--- config.mk ---
export PLATFORM = sky130hd
export DESIGN_NAME = alu_sequencer_flat
export DESIGN_NICKNAME = d
export VERILOG_FILES = /design/src/rtl/alu_seq_pkg.sv /design/src/rtl/alu_sequencer_if.sv /design/src/rtl/alu_seq_opcheck.sv /design/src/rtl/alu_sequencer.sv /design/src/flat_wrapper.sv
export SDC_FILE = /design/constraint.sdc
export NUM_CORES = 1
export LEC_CHECK = 0
export CORE_MARGIN = 2
export CORE_UTILIZATION = 37
export DETAILED_ROUTE_END_ITERATION = 8
export GPL_ROUTABILITY_DRIVEN = 0
export MAX_ROUTING_LAYER = met4
export PLACE_DENSITY = 0.76
export SLEW_MARGIN = 20
export SYNTH_ARGS = -nofsm -noshare
export SYNTH_HDL_FRONTEND = slang
export SYNTH_HIERARCHICAL = 1
export SYNTH_SLANG_ARGS = --single-unit
--- constraint.sdc ---
create_clock -name clk -period 1.5 [get_ports clk]
set_clock_uncertainty 0.1 [all_clocks]
set_input_delay 0.3 -clock clk [delete_from_list [all_inputs] [get_ports clk]]
set_output_delay 0.3 -clock clk [all_outputs]
set_load 0.05 [all_outputs]
--- src/rtl/alu_seq_pkg.sv ---
// Shared definitions for the ALU command sequencer: opcodes, error codes
// and the controller state encoding.
// Optional feature macro used elsewhere in this slice: ALU_SEQ_CHAIN_EN.
package alu_seq_pkg;

  localparam logic [2:0] OP_ADD = 3'b000;
  localparam logic [2:0] OP_SUB = 3'b001;
  localparam logic [2:0] OP_MUL = 3'b010;
  localparam logic [2:0] OP_DIV = 3'b111;

  typedef enum logic [1:0] {
    ERR_NONE    = 2'b00,
    ERR_ILLEGAL = 2'b01,
    ERR_DIV0    = 2'b10
  } err_t;

  typedef enum logic [1:0] {
    IDLE = 2'b00,
    EXEC = 2'b01,
    RESP = 2'b10
  } state_t;

endpackage

--- src/rtl/alu_sequencer_if.sv ---
// Command/response channel bundle between a host and the ALU sequencer.
// slave = sequencer side, master = host side.
// With ALU_SEQ_CHAIN_EN defined the command carries an extra cmd_chain bit.
interface alu_sequencer_if #(
  parameter int DATA_W = 4,
  parameter int OPC_W  = 3
) ();

  logic              cmd_valid;
  logic              cmd_ready;
  logic [OPC_W-1:0]  cmd_opcode;
  logic [DATA_W-1:0] cmd_a;
  logic [DATA_W-1:0] cmd_b;
`ifdef ALU_SEQ_CHAIN_EN
  logic              cmd_chain;
`endif

  logic              rsp_valid;
  logic              rsp_ready;
  logic [DATA_W-1:0] rsp_result;
  logic [DATA_W-1:0] rsp_remainder;
  logic              rsp_zero;
  logic              rsp_overflow;
  logic [1:0]        rsp_error;

`ifdef ALU_SEQ_CHAIN_EN
  modport slave (
    input  cmd_valid, cmd_opcode, cmd_a, cmd_b, cmd_chain, rsp_ready,
    output cmd_ready, rsp_valid, rsp_result, rsp_remainder, rsp_zero,
           rsp_overflow, rsp_error
  );

  modport master (
    output cmd_valid, cmd_opcode, cmd_a, cmd_b, cmd_chain, rsp_ready,
    input  cmd_ready, rsp_valid, rsp_result, rsp_remainder, rsp_zero,
           rsp_overflow, rsp_error
  );
`else
  modport slave (
    input  cmd_valid, cmd_opcode, cmd_a, cmd_b, rsp_ready,
    output cmd_ready, rsp_valid, rsp_result, rsp_remainder, rsp_zero,
           rsp_overflow, rsp_error
  );

  modport master (
    output cmd_valid, cmd_opcode, cmd_a, cmd_b, rsp_ready,
    input  cmd_ready, rsp_valid, rsp_result, rsp_remainder, rsp_zero,
           rsp_overflow, rsp_error
  );
`endif

endinterface

--- src/rtl/alu_seq_opcheck.sv ---
// Combinational screen for incoming commands: decides whether an opcode may
// be sent to the ALU, and flags divide-by-zero before it gets there.
module alu_seq_opcheck
  import alu_seq_pkg::*;
#(
  parameter int DATA_W = 4,
  parameter int OPC_W  = 3
) (
  input  logic [OPC_W-1:0]  opcode,
  input  logic [DATA_W-1:0] b,
  output logic              legal,
  output err_t              err
);

  // Classify the opcode; only the four ALU operations are forwarded
  always_comb begin
    legal = 1'b0;
    err   = ERR_ILLEGAL;
    case (opcode)
      OP_ADD, OP_SUB, OP_MUL: begin
        legal = 1'b1;
        err   = ERR_NONE;
      end
      OP_DIV: begin
        if (b == '0) begin
          err = ERR_DIV0;
        end else begin
          legal = 1'b1;
          err   = ERR_NONE;
        end
      end
      default: begin
        legal = 1'b0;
        err   = ERR_ILLEGAL;
      end
    endcase
  end

endmodule

--- src/rtl/alu_sequencer.sv ---
// Command-level controller in front of a combinational 4-bit ALU.
// Takes one command at a time, drives the ALU from registers for one
// settling cycle, captures its outputs and returns them as a response.
// Optional feature: ALU_SEQ_CHAIN_EN (operand A taken from the previous
// legal result when cmd_chain is set).
module alu_sequencer
  import alu_seq_pkg::*;
#(
  parameter int DATA_W = 4,
  parameter int OPC_W  = 3,
  parameter int CNT_W  = 8
) (
  input  logic              clk,
  input  logic              reset,
  alu_sequencer_if.slave    bus,
  output logic [DATA_W-1:0] alu_a,
  output logic [DATA_W-1:0] alu_b,
  output logic [OPC_W-1:0]  alu_opcode,
  input  logic [DATA_W-1:0] alu_result,
  input  logic [DATA_W-1:0] alu_remainder,
  input  logic              alu_zero,
  input  logic              alu_overflow,
  output logic              busy,
  output logic [CNT_W-1:0]  op_count
);

  state_t            state;
  state_t            state_nx;
  logic              legal;
  err_t              chk_err;
  logic [DATA_W-1:0] eff_a;

  logic [DATA_W-1:0] rsp_result_q;
  logic [DATA_W-1:0] rsp_remainder_q;
  logic              rsp_zero_q;
  logic              rsp_overflow_q;
  err_t              rsp_error_q;

`ifdef ALU_SEQ_CHAIN_EN
  logic [DATA_W-1:0] last_result;

  assign eff_a = bus.cmd_chain ? last_result : bus.cmd_a;
`else
  assign eff_a = bus.cmd_a;
`endif

  alu_seq_opcheck #(
    .DATA_W (DATA_W),
    .OPC_W  (OPC_W)
  ) u_opcheck (
    .opcode (bus.cmd_opcode),
    .b      (bus.cmd_b),
    .legal  (legal),
    .err    (chk_err)
  );

  assign bus.cmd_ready     = (state == IDLE);
  assign bus.rsp_valid     = (state == RESP);
  assign busy              = (state != IDLE);
  assign bus.rsp_result    = rsp_result_q;
  assign bus.rsp_remainder = rsp_remainder_q;
  assign bus.rsp_zero      = rsp_zero_q;
  assign bus.rsp_overflow  = rsp_overflow_q;
  assign bus.rsp_error     = rsp_error_q;

  // State register
  always_ff @(posedge clk) begin
    if (reset) begin
      state <= IDLE;
    end else begin
      state <= state_nx;
    end
  end

  // Next state: legal commands go through EXEC, screened ones straight to RESP
  always_comb begin
    state_nx = state;
    case (state)
      IDLE: begin
        if (bus.cmd_valid) begin
          state_nx = legal ? EXEC : RESP;
        end
      end
      EXEC: begin
        state_nx = RESP;
      end
      RESP: begin
        if (bus.rsp_ready) begin
          state_nx = IDLE;
        end
      end
      default: begin
        state_nx = IDLE;
      end
    endcase
  end

  // Datapath: ALU port registers, response capture and the completion counter
  always_ff @(posedge clk) begin
    if (reset) begin
      alu_a           <= '0;
      alu_b           <= '0;
      alu_opcode      <= '0;
      rsp_result_q    <= '0;
      rsp_remainder_q <= '0;
      rsp_zero_q      <= 1'b0;
      rsp_overflow_q  <= 1'b0;
      rsp_error_q     <= ERR_NONE;
      op_count        <= '0;
`ifdef ALU_SEQ_CHAIN_EN
      last_result     <= '0;
`endif
    end else begin
      case (state)
        IDLE: begin
          if (bus.cmd_valid) begin
            if (legal) begin
              alu_a      <= eff_a;
              alu_b      <= bus.cmd_b;
              alu_opcode <= bus.cmd_opcode;
            end else begin
              rsp_result_q    <= '0;
              rsp_remainder_q <= '0;
              rsp_zero_q      <= 1'b0;
              rsp_overflow_q  <= 1'b0;
              rsp_error_q     <= chk_err;
            end
          end
        end
        EXEC: begin
          rsp_result_q    <= alu_result;
          rsp_remainder_q <= alu_remainder;
          rsp_zero_q      <= alu_zero;
          rsp_overflow_q  <= alu_overflow;
          rsp_error_q     <= ERR_NONE;
`ifdef ALU_SEQ_CHAIN_EN
          last_result     <= alu_result;
`endif
        end
        RESP: begin
          if (bus.rsp_ready && (op_count != '1)) begin
            op_count <= op_count + 1'b1;
          end
        end
        default: begin
        end
      endcase
    end
  end

endmodule

--- src/flat_wrapper.sv ---
// flat-port wrapper written by rule: the top's interface ports become plain ports
module alu_sequencer_flat import alu_seq_pkg::*;
#(
  parameter int DATA_W = 4,
  parameter int OPC_W  = 3,
  parameter int CNT_W  = 8
)
  (clk, reset, alu_a, alu_b, alu_opcode, alu_result, alu_remainder, alu_zero, alu_overflow, busy, op_count, bus_cmd_valid, bus_cmd_opcode, bus_cmd_a, bus_cmd_b, bus_rsp_ready, bus_cmd_ready, bus_rsp_valid, bus_rsp_result, bus_rsp_remainder, bus_rsp_zero, bus_rsp_overflow, bus_rsp_error);
  alu_sequencer_if #(.DATA_W(DATA_W), .OPC_W(OPC_W)) bus_i ();
  input  logic clk;
  input  logic reset;
  output logic [DATA_W-1:0] alu_a;
  output logic [DATA_W-1:0] alu_b;
  output logic [OPC_W-1:0] alu_opcode;
  input  logic [DATA_W-1:0] alu_result;
  input  logic [DATA_W-1:0] alu_remainder;
  input  logic alu_zero;
  input  logic alu_overflow;
  output logic busy;
  output logic [CNT_W-1:0] op_count;
  input wire logic [$bits(bus_i.cmd_valid)-1:0] bus_cmd_valid;
  input wire logic [$bits(bus_i.cmd_opcode)-1:0] bus_cmd_opcode;
  input wire logic [$bits(bus_i.cmd_a)-1:0] bus_cmd_a;
  input wire logic [$bits(bus_i.cmd_b)-1:0] bus_cmd_b;
  input wire logic [$bits(bus_i.rsp_ready)-1:0] bus_rsp_ready;
  output wire logic [$bits(bus_i.cmd_ready)-1:0] bus_cmd_ready;
  output wire logic [$bits(bus_i.rsp_valid)-1:0] bus_rsp_valid;
  output wire logic [$bits(bus_i.rsp_result)-1:0] bus_rsp_result;
  output wire logic [$bits(bus_i.rsp_remainder)-1:0] bus_rsp_remainder;
  output wire logic [$bits(bus_i.rsp_zero)-1:0] bus_rsp_zero;
  output wire logic [$bits(bus_i.rsp_overflow)-1:0] bus_rsp_overflow;
  output wire logic [$bits(bus_i.rsp_error)-1:0] bus_rsp_error;
  assign bus_i.cmd_valid = bus_cmd_valid;
  assign bus_i.cmd_opcode = bus_cmd_opcode;
  assign bus_i.cmd_a = bus_cmd_a;
  assign bus_i.cmd_b = bus_cmd_b;
  assign bus_i.rsp_ready = bus_rsp_ready;
  assign bus_cmd_ready = bus_i.cmd_ready;
  assign bus_rsp_valid = bus_i.rsp_valid;
  assign bus_rsp_result = bus_i.rsp_result;
  assign bus_rsp_remainder = bus_i.rsp_remainder;
  assign bus_rsp_zero = bus_i.rsp_zero;
  assign bus_rsp_overflow = bus_i.rsp_overflow;
  assign bus_rsp_error = bus_i.rsp_error;
  alu_sequencer #(.DATA_W(DATA_W), .OPC_W(OPC_W), .CNT_W(CNT_W)) u_core (.clk(clk), .reset(reset), .bus(bus_i), .alu_a(alu_a), .alu_b(alu_b), .alu_opcode(alu_opcode), .alu_result(alu_result), .alu_remainder(alu_remainder), .alu_zero(alu_zero), .alu_overflow(alu_overflow), .busy(busy), .op_count(op_count));
endmodule
After elaboration in Yosys (flattened, before gate mapping):

Cells that the tools add are included.

* flip-flop bits (word level): 33
* input bits: 25
* output and inout port bits: 34
* word-level logic and storage cells: 50

* $add $sub $neg: 1
* equality and inequality tests: 9
* mux-type cells: 19
* reductions and logical operators: 11

Operators with widths (number)
* 4-bit one-hot mux with 2 select lines: 2
* 2-bit two-way mux: 6
* 8-bit by 1-bit adder with 8-bit output (second input constant): 1
* 4-bit two-way mux: 2
* 8-bit != test (second input constant): 1
* 2-bit one-hot mux with 2 select lines: 2
* 2-bit != test (second input constant): 3
* 1-bit one-hot mux with 2 select lines: 3
* 2-bit one-hot mux with 3 select lines: 1
* 3-bit AND reduction: 2
* 4-bit logical NOT: 1
* 2-bit AND reduction: 2
* 2-bit nonzero test: 2
* 3-bit by 1-bit == test with 1-bit output (second input constant): 1
* 3-bit by 2-bit == test with 1-bit output (second input constant): 1
* 3-bit == test (second input constant): 1
* 3-bit logical NOT: 1
* 1-bit two-way mux: 3
* 3-bit OR reduction: 1
* 2-bit by 1-bit == test with 1-bit output (second input constant): 1
* 2-bit == test (second input constant): 1
* 2-bit logical NOT: 1
* 1-bit logical AND: 1

Longest topological paths before layout:

Gate-level depths: netlist of the first run.

* depth in word-level cells: 6
* mapped depth: 7
* gate-level depth less buffers: 6

Cells and area by module:

The synthesis of the first run kept the hierarchy.

Modules (own cells, without submodules)
* alu_sequencer: times used 1, cells each 148, area each 1285.0 um^2, sequential area each 660.6 um^2
* alu_seq_opcheck: times used 1, cells each 7, area each 51.3 um^2, sequential area each 0.0 um^2

Worst setup path after synthesis of the first run:

No wires, ideal clock.

* kind: reg-to-output
* start: register u_core.state[1]
* end: output busy
* arrival time: 1549 ps
* data required time: 1100 ps
* path slack: -449 ps
* cell stages (with the launch flop): 3
* path buffers: 0
* path through: dfxtp_1 nor2_1 inv_1

* longest elaborated chain between the ends: 1

Ends and longest elaborated chain
* from (decl): RTL line alu_sequencer.sv:27 `state_t state;`
* from (signal assigned): RTL line alu_sequencer.sv:71 `state <= state_nx;`
* 2-bit nonzero test: RTL line alu_sequencer.sv:59 `assign busy = (state != IDLE);`
* to (decl): RTL line flat_wrapper.sv:19 `output logic busy;`

No other way between the ends.

Final worst setup path of the first run:

* start: register u_core.state[0]
* end: output busy

The elaborated chain is that of the path after synthesis.

==> results of run 1 <==
-- per-stage QoR --
| stage | hold WS [ps] | area, sq um | worst slack (ps) | total power [mW] | util [%] |
|---|---|---|---|---|---|
| after global placement | 382 | 2440 | -491 | 1.45 | 71.9 |
| after CTS | 251 | 2560 | -79.8 | 1.99 | 75.5 |
| after floorplan | 333 | 1390 | -59.8 | 1.18 | - |
| after detailed placement | 386 | 2440 | -627 | 1.46 | 71.9 |
| after global routing | 126 | 2630 | -131 | 2.09 | 77.6 |
| final | 127 | 2630 | -68.9 | 2.00 | 77.6 |
-- metal layers --
metal	vias to the layer above	part of all wire (%)	routed length (microns)	GRT usage [%]
met1	695	39	1630	25.7
met2	50	54	2250	38.2
met4	0	1.6	66	8.51
met3	6	5.4	224	6.34
met5	-	0	0	-
li1	709	-	-	-
-- layout make-up --
class	count	area [sq um]	share of cell area [%]
Clock buffer	8	58.8	2.23
Inverter	1	3.75	0.143
Multi-Input combinational cell	113	726	27.6
Sequential cell	33	686	26.1
Tap cell	46	57.6	2.19
Timing Repair Buffer	82	1100	41.8
-- power groups by stage --
stage / combinational (mW) / clock (mW) / sequential, mW
detailed placement: 0.505 / 0 / 0.955
global placement: 0.494 / 0 / 0.954
CTS: 0.520 / 0.532 / 0.936
finish: 0.545 / 0.516 / 0.938
floorplan: 0.143 / 0 / 1.03
global route: 0.572 / 0.575 / 0.942
-- placed cells by master (no fill, tap or decap), types with 2 or more instances in the layout --
cell             netlist  layout
clkdlybuf4s15_1        0       2
dlygate4sd2_1          0       3
and4_1                 3       3
nand3_1                5       4
buf_12                 0      35
a31oi_1                2       2
dfxtp_2                0       5
clkbuf_1               5       2
nor2_1                20      19
buf_6                  0       2
clkbuf_2               0       3
nand2_1               27      27
clkdlybuf4s50_1        0      16
a22oi_1               12       5
a211oi_1               3       3
dfxtp_4                0       5
nor3_1                 3       3
a22oi_2                0       7
a21oi_1               14      14
buf_4                  0      20
clkbuf_4               0       5
dfxtp_1               33      23
xnor2_1                2       2
-- cells by family (layout without fill, tap and decap cells) --
| logic type | count (synthesis) | after routing |
|---|---|---|
| AOI/OAI and AO/OA | 37 | 37 |
| xor gates and xnor gates | 3 | 3 |
| adders and majority gates | 1 | 1 |
| buffers and inverters | 9 | 91 |
| DFF | 33 | 33 |
| muxes | 1 | 1 |
| and+or+nand+nor | 71 | 71 |
-- worst max-delay path: cells and delay by family (launching register included) --
kind | cells | cell delay [ps]
buf+inv | 3 | 340
flops | 1 | 360
simple gates | 1 | 150
-- timing repair --
action,CTS,global route
pin swaps,8,5
endpoints found under the setup margin,28,28
gates resized for setup,18,20
gates cloned,1,0
setup buffers,4,4
-- registers in the layout (all words and copies together), names as in the netlist --
| register | flops |
|---|---|
| u_core/op_count | 8 |
| u_core/alu_a | 4 |
| u_core/alu_b | 4 |
| u_core/bus.rsp_remainder | 4 |
| u_core/bus.rsp_result | 4 |
| u_core/alu_opcode | 3 |
| u_core/bus.rsp_error | 2 |
| u_core/state | 2 |
| u_core/bus.rsp_overflow | 1 |
| u_core/bus.rsp_zero | 1 |
-- path summary, 6_finish.rpt --
path | from | to | slack, ps | cells after the start
setup / recovery | u_core/state[0] | busy | -70 | 4
hold reg to reg | u_core/alu_a[0] | u_core/alu_a[0] | 400 | 2
setup reg to reg | u_core/state[0] | u_core/op_count[5] | -20 | 5
hold / removal | bus_cmd_b[3] | u_core/alu_b[3] | 130 | 3
==> metrics.md, run 1 <==
| Metric | Value |
|---|---|
| Status | finished, violations left |
| Violated checks | setup timing |
| Worst Path Class, Setup | reg2out |
| Slew Viols, Final | 0 |
| 1st-iter DRT viols | 65 |
| #FFs+latches synth | 33 |
| Comb pwr share | 27.3% |
| Post-Synthesis Net Count | 181 |
| Post-synthesis compound-gate area fraction | 17.6% |
| EDFF count, synth | 0 |
| Via count | about 1500 |
| Area of the die | 0.00411 sq mm |
| # H-tree levels | 2 |
| Critical Path Max Stage Delay | between 300 and 400 ps |
| Largest family of logic cells by synthesized area | simple AND/OR/NAND/NOR gates |
| Via-to-Cell Ratio | 5.16 |
| Initial Utilization | 39.4% |
| Nets | 262 |
| Worst hold path type | in2reg |
| Max-cap violations | 0 |
| Seq pwr share | 46.9% |
| Final-report setup violation count | 4 |
| Aggregate global-route resource usage | between 20% and 30% |
| Die height | between 60 and 70 microns |
| Clock power share | between 20% and 30% |
| Antenna Nets Post-Route | 0 |
| Largest fanout on the critical path | 4 |
| DRT Wirelength | between 4000 and 5000 microns |
| Most common cell in the netlist | dfxtp_1 |
| Port bufs | 58 |
| Largest cells by area after synthesis | dfxtp_1 (49%), nand2_1 (7.6%), a22oi_1 (6.7%), nor2_1 (5.6%), a21oi_1 (5.2%) |
| Part of the cycle the worst path needs | 105% |
| DR WL/cell | approximately 15 microns |
| Post-synthesis sequential area ratio | between 40% and 50% |
| Switch Pwr | 0.593 mW |
| CTS tree | built |
| Setup TNS Final | -162 ps |
| Largest net degree at the start of global routing | 34 |
| Commonest cells in the netlist | dfxtp_1 (33), nand2_1 (27), nor2_1 (20) |
| Yosys warns | 6 |
| Worst EP required | approximately 1100 ps |
| Hold-fix buffers at CTS | 0 |
| Unrepaired setup endpoints after global routing | true |
| Placed cells | 266 |
| CP startpoint kind | register |
| Endpoint class of the critical path | output pin |
| Final worst slack | -68.9 ps |
| PwrDens | 760 mW/mm^2 |
| Fillers | 200 |
| Std-Cell Rows | 21 |
| Most used flip-flop cell after synthesis | dfxtp_1 |
| Highest clock rate | 0.637 GHz |
| Slowest cell on crit path | dfxtp_4 |
| Initial antenna violation count | 0 |
| Ports | just under 60 |
| Via count of the first global-routing pass | roughly 1500 |
| Mapped cell area | between 0.001 and 0.0015 sq mm |
| Power Internal | 1.41 mW |
| Final Non-Filler Cells | about 280 |
| Worst Path Arrival | 1170 ps |
| Final min period | ~1600 ps |
| First-pass GRT wire length | between 7000 and 8000 microns |
| Max VDD drop | roughly 640 uV |
| # clock sinks | 33 |
| Synth async-reset ratio | 0% |
| CP cell instances | buf_6 > nor2_4 > inv_2 > buf_12 |
| Clock Pin Slew Worst Setup and Hold Paths | 90 ps |
| Multiplexer area fraction after synthesis | less than 1% |
| Synth unique cells | 35 |
| Adder-cell share of the synthesized area | 0.936% |
| CTS Buf Count | 5 |
| Share of the synthesized area in the top cell type | roughly half |
| Post-Synth XOR/XNOR Area | about 2% |
| Ant diodes | 0 |
| Synthesis-to-finish area growth | 96.9% |
| GRT overflow | 0 |
| Simple-Gate Fraction of Synth Area | between 20% and 30% |
| Lkg Pwr | 1.01 nW |
| Avg Inst Size Synth | ~8.6 sq um |
| Insertion delay to the later sink of the worst-skew pair | between 300 and 400 ps |
| Slew @ Worst Pin | 332 ps |
| Clock buffer depth | 2 |
| Layout cells sized above 1 | around 41% |
| Worst rel slew slack | 77.8% |
| Root Driver | clkbuf_4 |
| Net Sw Frac | 29.6% |
| Core Region | 0.00339 sq mm |
| Post-synth top area cell | dfxtp_1 |
| DR pass1 iterations | 4 |
| # DRC | 0 |
| Syn Inst Count | ~160 |
| Final hold vios | 0 |
| Die width | about 64 microns |
| Hpwl dp | roughly 3000 microns |
No activity file was read; power rests on OpenSTA's default activity.
==> run 2: changes to the inputs <==
CTS_CLUSTER_SIZE = 8   (was not set)
==> results of run 2 <==
The final DEF is identical to that of run 1; final timing and power are the same.
==> run 3: changes to the inputs <==
CELL_PAD_IN_SITES_DETAIL_PLACEMENT = 0   (was not set)
CELL_PAD_IN_SITES_GLOBAL_PLACEMENT = 1   (was not set)
CORE_UTILIZATION = 29   (was 37)
PLACE_DENSITY = 0.79   (was 0.76)
clock period = 1.75 ns   (was 1.5 ns; I/O delays follow)
==> run 3 against run 2 <==
Compared with the run above:
- the flow now finishes without violations
- final cell count unchanged
- register-to-register slack better by 170 ps
- total power fell by 5.5%
- combinational power down 32%
- non-clock buffer count is 6 lower
- first-iteration DRC count fell by 37%
- routed wire length decreased by 17%
- hold slack better by 160 ps
- critical path depth grew 1
- core utilization fell by 26 points
- critical endpoint is now u_core/op_count[5]
- largest cell class unchanged
==> metrics.md, run 3 (synthesis results as in run 1) <==
| Metric | Value |
|---|---|
| Worst path depth | 5 (+1) |
| Register-to-register setup slack | 150 ps (+170 ps) |
| Final hold vios | 0 (unchanged) |
| Nets | 256 (-2.3%) |
| Hpwl dp | 2410 microns (-19%) |
| Slowest cell on crit path | or4_1 |
| Insertion delay to the later sink of the worst-skew pair | 280 ps (-60 ps) |
| Die height | 71.9 microns (+12%) |
| Fillers | 425 (+110%) |
| Critical Path Sink | u_core/op_count[5] |
| Clock buffer depth | 2 (unchanged) |
| Status | finished clean |
| CTS Buf Count | 5 (unchanged) |
| Slew Viols, Final | 0 (unchanged) |
| Worst Path Class, Setup | in2reg |
| R2R depth | 4 (-1) |
| Largest net degree at the start of global routing | 34 (unchanged) |
| # DRC | 0 (unchanged) |
| CP startpoint kind | input port |
| Endpoint class of the critical path | register |
| CP Launch Point | bus_rsp_ready |
| Part of the cycle the worst path needs | a little over nine tenths |
| Antenna Nets Post-Route | 0 (unchanged) |
| Worst r2r src | u_core/state[1] |
| Root Driver | clkbuf_8 |
| DR pass1 iterations | 4 (unchanged) |
| Layout cells sized above 1 | 31.6% (-9.7 points) |
| PwrDens | 838 mW/mm^2 (+10%) |
| Via count of the first global-routing pass | 1270 (-16%) |
| Synthesis-to-finish area growth | 68.8% |
| Placed cell area | 0.00207 sq mm (-15%) |
| Top reg by flops | u_core/op_count |
| 1st-iter DRT viols | 41 (-37%) |
| Clock Pin Slew Worst Setup and Hold Paths | 80 ps (about the same) |
| Commonest non-fill, non-tap cell in the layout | buf_4 |
| # H-tree levels | 2 (unchanged) |
| Post-layout instance area | 0.00226 sq mm (-14%) |
| Worst Path Arrival | 1820 ps (+650 ps) |
| Initial Utilization | 30.5% (-8.9 points) |
| Ports | 59 (unchanged) |
| Area of the die | 0.00517 sq mm (+26%) |
| CP cell instances | clkdlybuf4s50_1 > and4_4 > nand2_2 > or4_1 > a21oi_1 |
| GRT overflow | 0 (unchanged) |
| DRT Wirelength | 3460 microns (-17%) |
| Max VDD drop | 459 uV (-28%) |
| Via count | 1365 (-6.5%) |
| Setup TNS Final | 0 ps (+162 ps) |
| Hold path depth | 3 (unchanged) |
| Worst path bufs/invs | 1 (-2) |
| RR Endpoint | u_core/op_count[5] |
| Max-cap violations | 0 (unchanged) |
| Lkg Pwr | 0.943 nW (-6.6%) |
| Aggregate global-route resource usage | 14.5% (-8.2 points) |
| Worst EP required | 1870 ps (+770 ps) |
| Worst hold path type | in2reg |
| # clock sinks | 33 (unchanged) |
| Std-Cell Rows | 24 (+14%) |
| Worst rel slew slack | 49.7% (-28 points) |
| DR WL/cell | 12.2 microns (-17%) |
| CTS tree | built |
| Via-to-Cell Ratio | 4.82 (-6.5%) |
| Highest clock rate | 0.588 GHz |
| Critical Path Max Stage Delay | 510 ps (+150 ps) |
| Max reg flops | 8 (unchanged) |
| Slew @ Worst Pin | 753 ps (+420 ps) |
| Final min period | between 1500 and 2000 ps |
| Final-report setup violation count | 0 (-4) |
| Largest fanout on the critical path | 5 (+1) |
| Delay-heaviest family, CP | simple AND/OR/NAND/NOR gates |
| Core Region | 0.00438 sq mm (+29%) |
| Port bufs | 58 (unchanged) |
| First-pass GRT wire length | 5730 microns (-19%) |
| Commonest cells after routing, fill and taps aside | buf_4 (43), dfxtp_1 (30), nand2_1 (27) |
| Die width | 71.9 microns (+12%) |
| Initial antenna violation count | 0 (unchanged) |
| Ant diodes | 0 (unchanged) |
## run 3: cell types whose count changed in the layout (fill, tap and decap cells not counted), moves of 6 or more
cell,previous run,this run
a22oi_1,5,11
a22oi_2,7,1
buf_12,35,9
buf_4,20,43
dfxtp_1,23,30
## run 3: repair_timing
item                                    in CTS  in global routing
gates resized for setup                      8                  6
pin swaps                                    2                  4
setup buffers                                4                  0
endpoints found under the setup margin      23                 24
hold buffers                                 0                  0
## run 3: worst min path at each step
stage	from	end	slack [ps]
6_report	bus_cmd_b[3]	u_core/alu_b[3]	290
5_1_grt	bus_cmd_b[3]	u_core/alu_b[3]	310
4_1_cts	u_core/alu_opcode[0]	u_core/alu_opcode[0]	360
3_5_place_dp	u_core/alu_opcode[0]	u_core/alu_opcode[0]	350
3_3_place_gp	u_core/alu_opcode[1]	u_core/alu_opcode[1]	340
2_1_floorplan	bus_cmd_a[2]	u_core/alu_a[2]	380
## run 3: per-stage QoR
step	utilization (%)	total power, mW	hold WS (ps)	setup WS [ps]	cells
final	51.5	1.89	289	50.7	283
after global routing	51.5	1.98	310	-2.72	283
after CTS	51.1	1.91	361	19.9	283
after detailed placement	47.3	1.18	351	-460	271
after global placement	47.3	1.18	343	-449	271
after floorplan	-	1.00	383	77.4	155
## run 3: power by group
group | internal, mW | switching [mW]
Sequential | 0.777 | 0.0178
Combinational | 0.163 | 0.210
Clock | 0.426 | 0.296
Total | 1.37 | 0.524
## run 3: layer usage
| layer | routed length, microns | up-vias | track usage [%] | part of all wire (%) |
|---|---|---|---|---|
| li1 | - | 691 | - | - |
| met1 | 1580 | 633 | 18.1 | 46 |
| met2 | 1670 | 37 | 22.6 | 48 |
| met3 | 165 | 4 | 3.94 | 4.8 |
| met4 | 43 | 0 | 5.03 | 1.2 |
| met5 | 0 | - | - | 0 |
## run 3: layout make-up
| class | instances | area [sq um] | area share (%) |
|---|---|---|---|
| tap | 52 | 65.1 | 2.88 |
| timing repair buffer | 76 | 753 | 33.4 |
| inverter | 1 | 3.75 | 0.166 |
| multi-input combinational | 113 | 654 | 29.0 |
| clock inverter | 3 | 46.3 | 2.05 |
| sequential | 33 | 664 | 29.5 |
| clock buffer | 5 | 68.8 | 3.05 |
## run 3: worst register-to-register path: cells and delay by family, from the launching register on
| family | cells | cell delay (ps) |
|---|---|---|
| AO/OA/AOI/OAI | 1 | 150 |
| AND/OR/NAND/NOR | 3 | 860 |
| flip-flops | 1 | 440 |
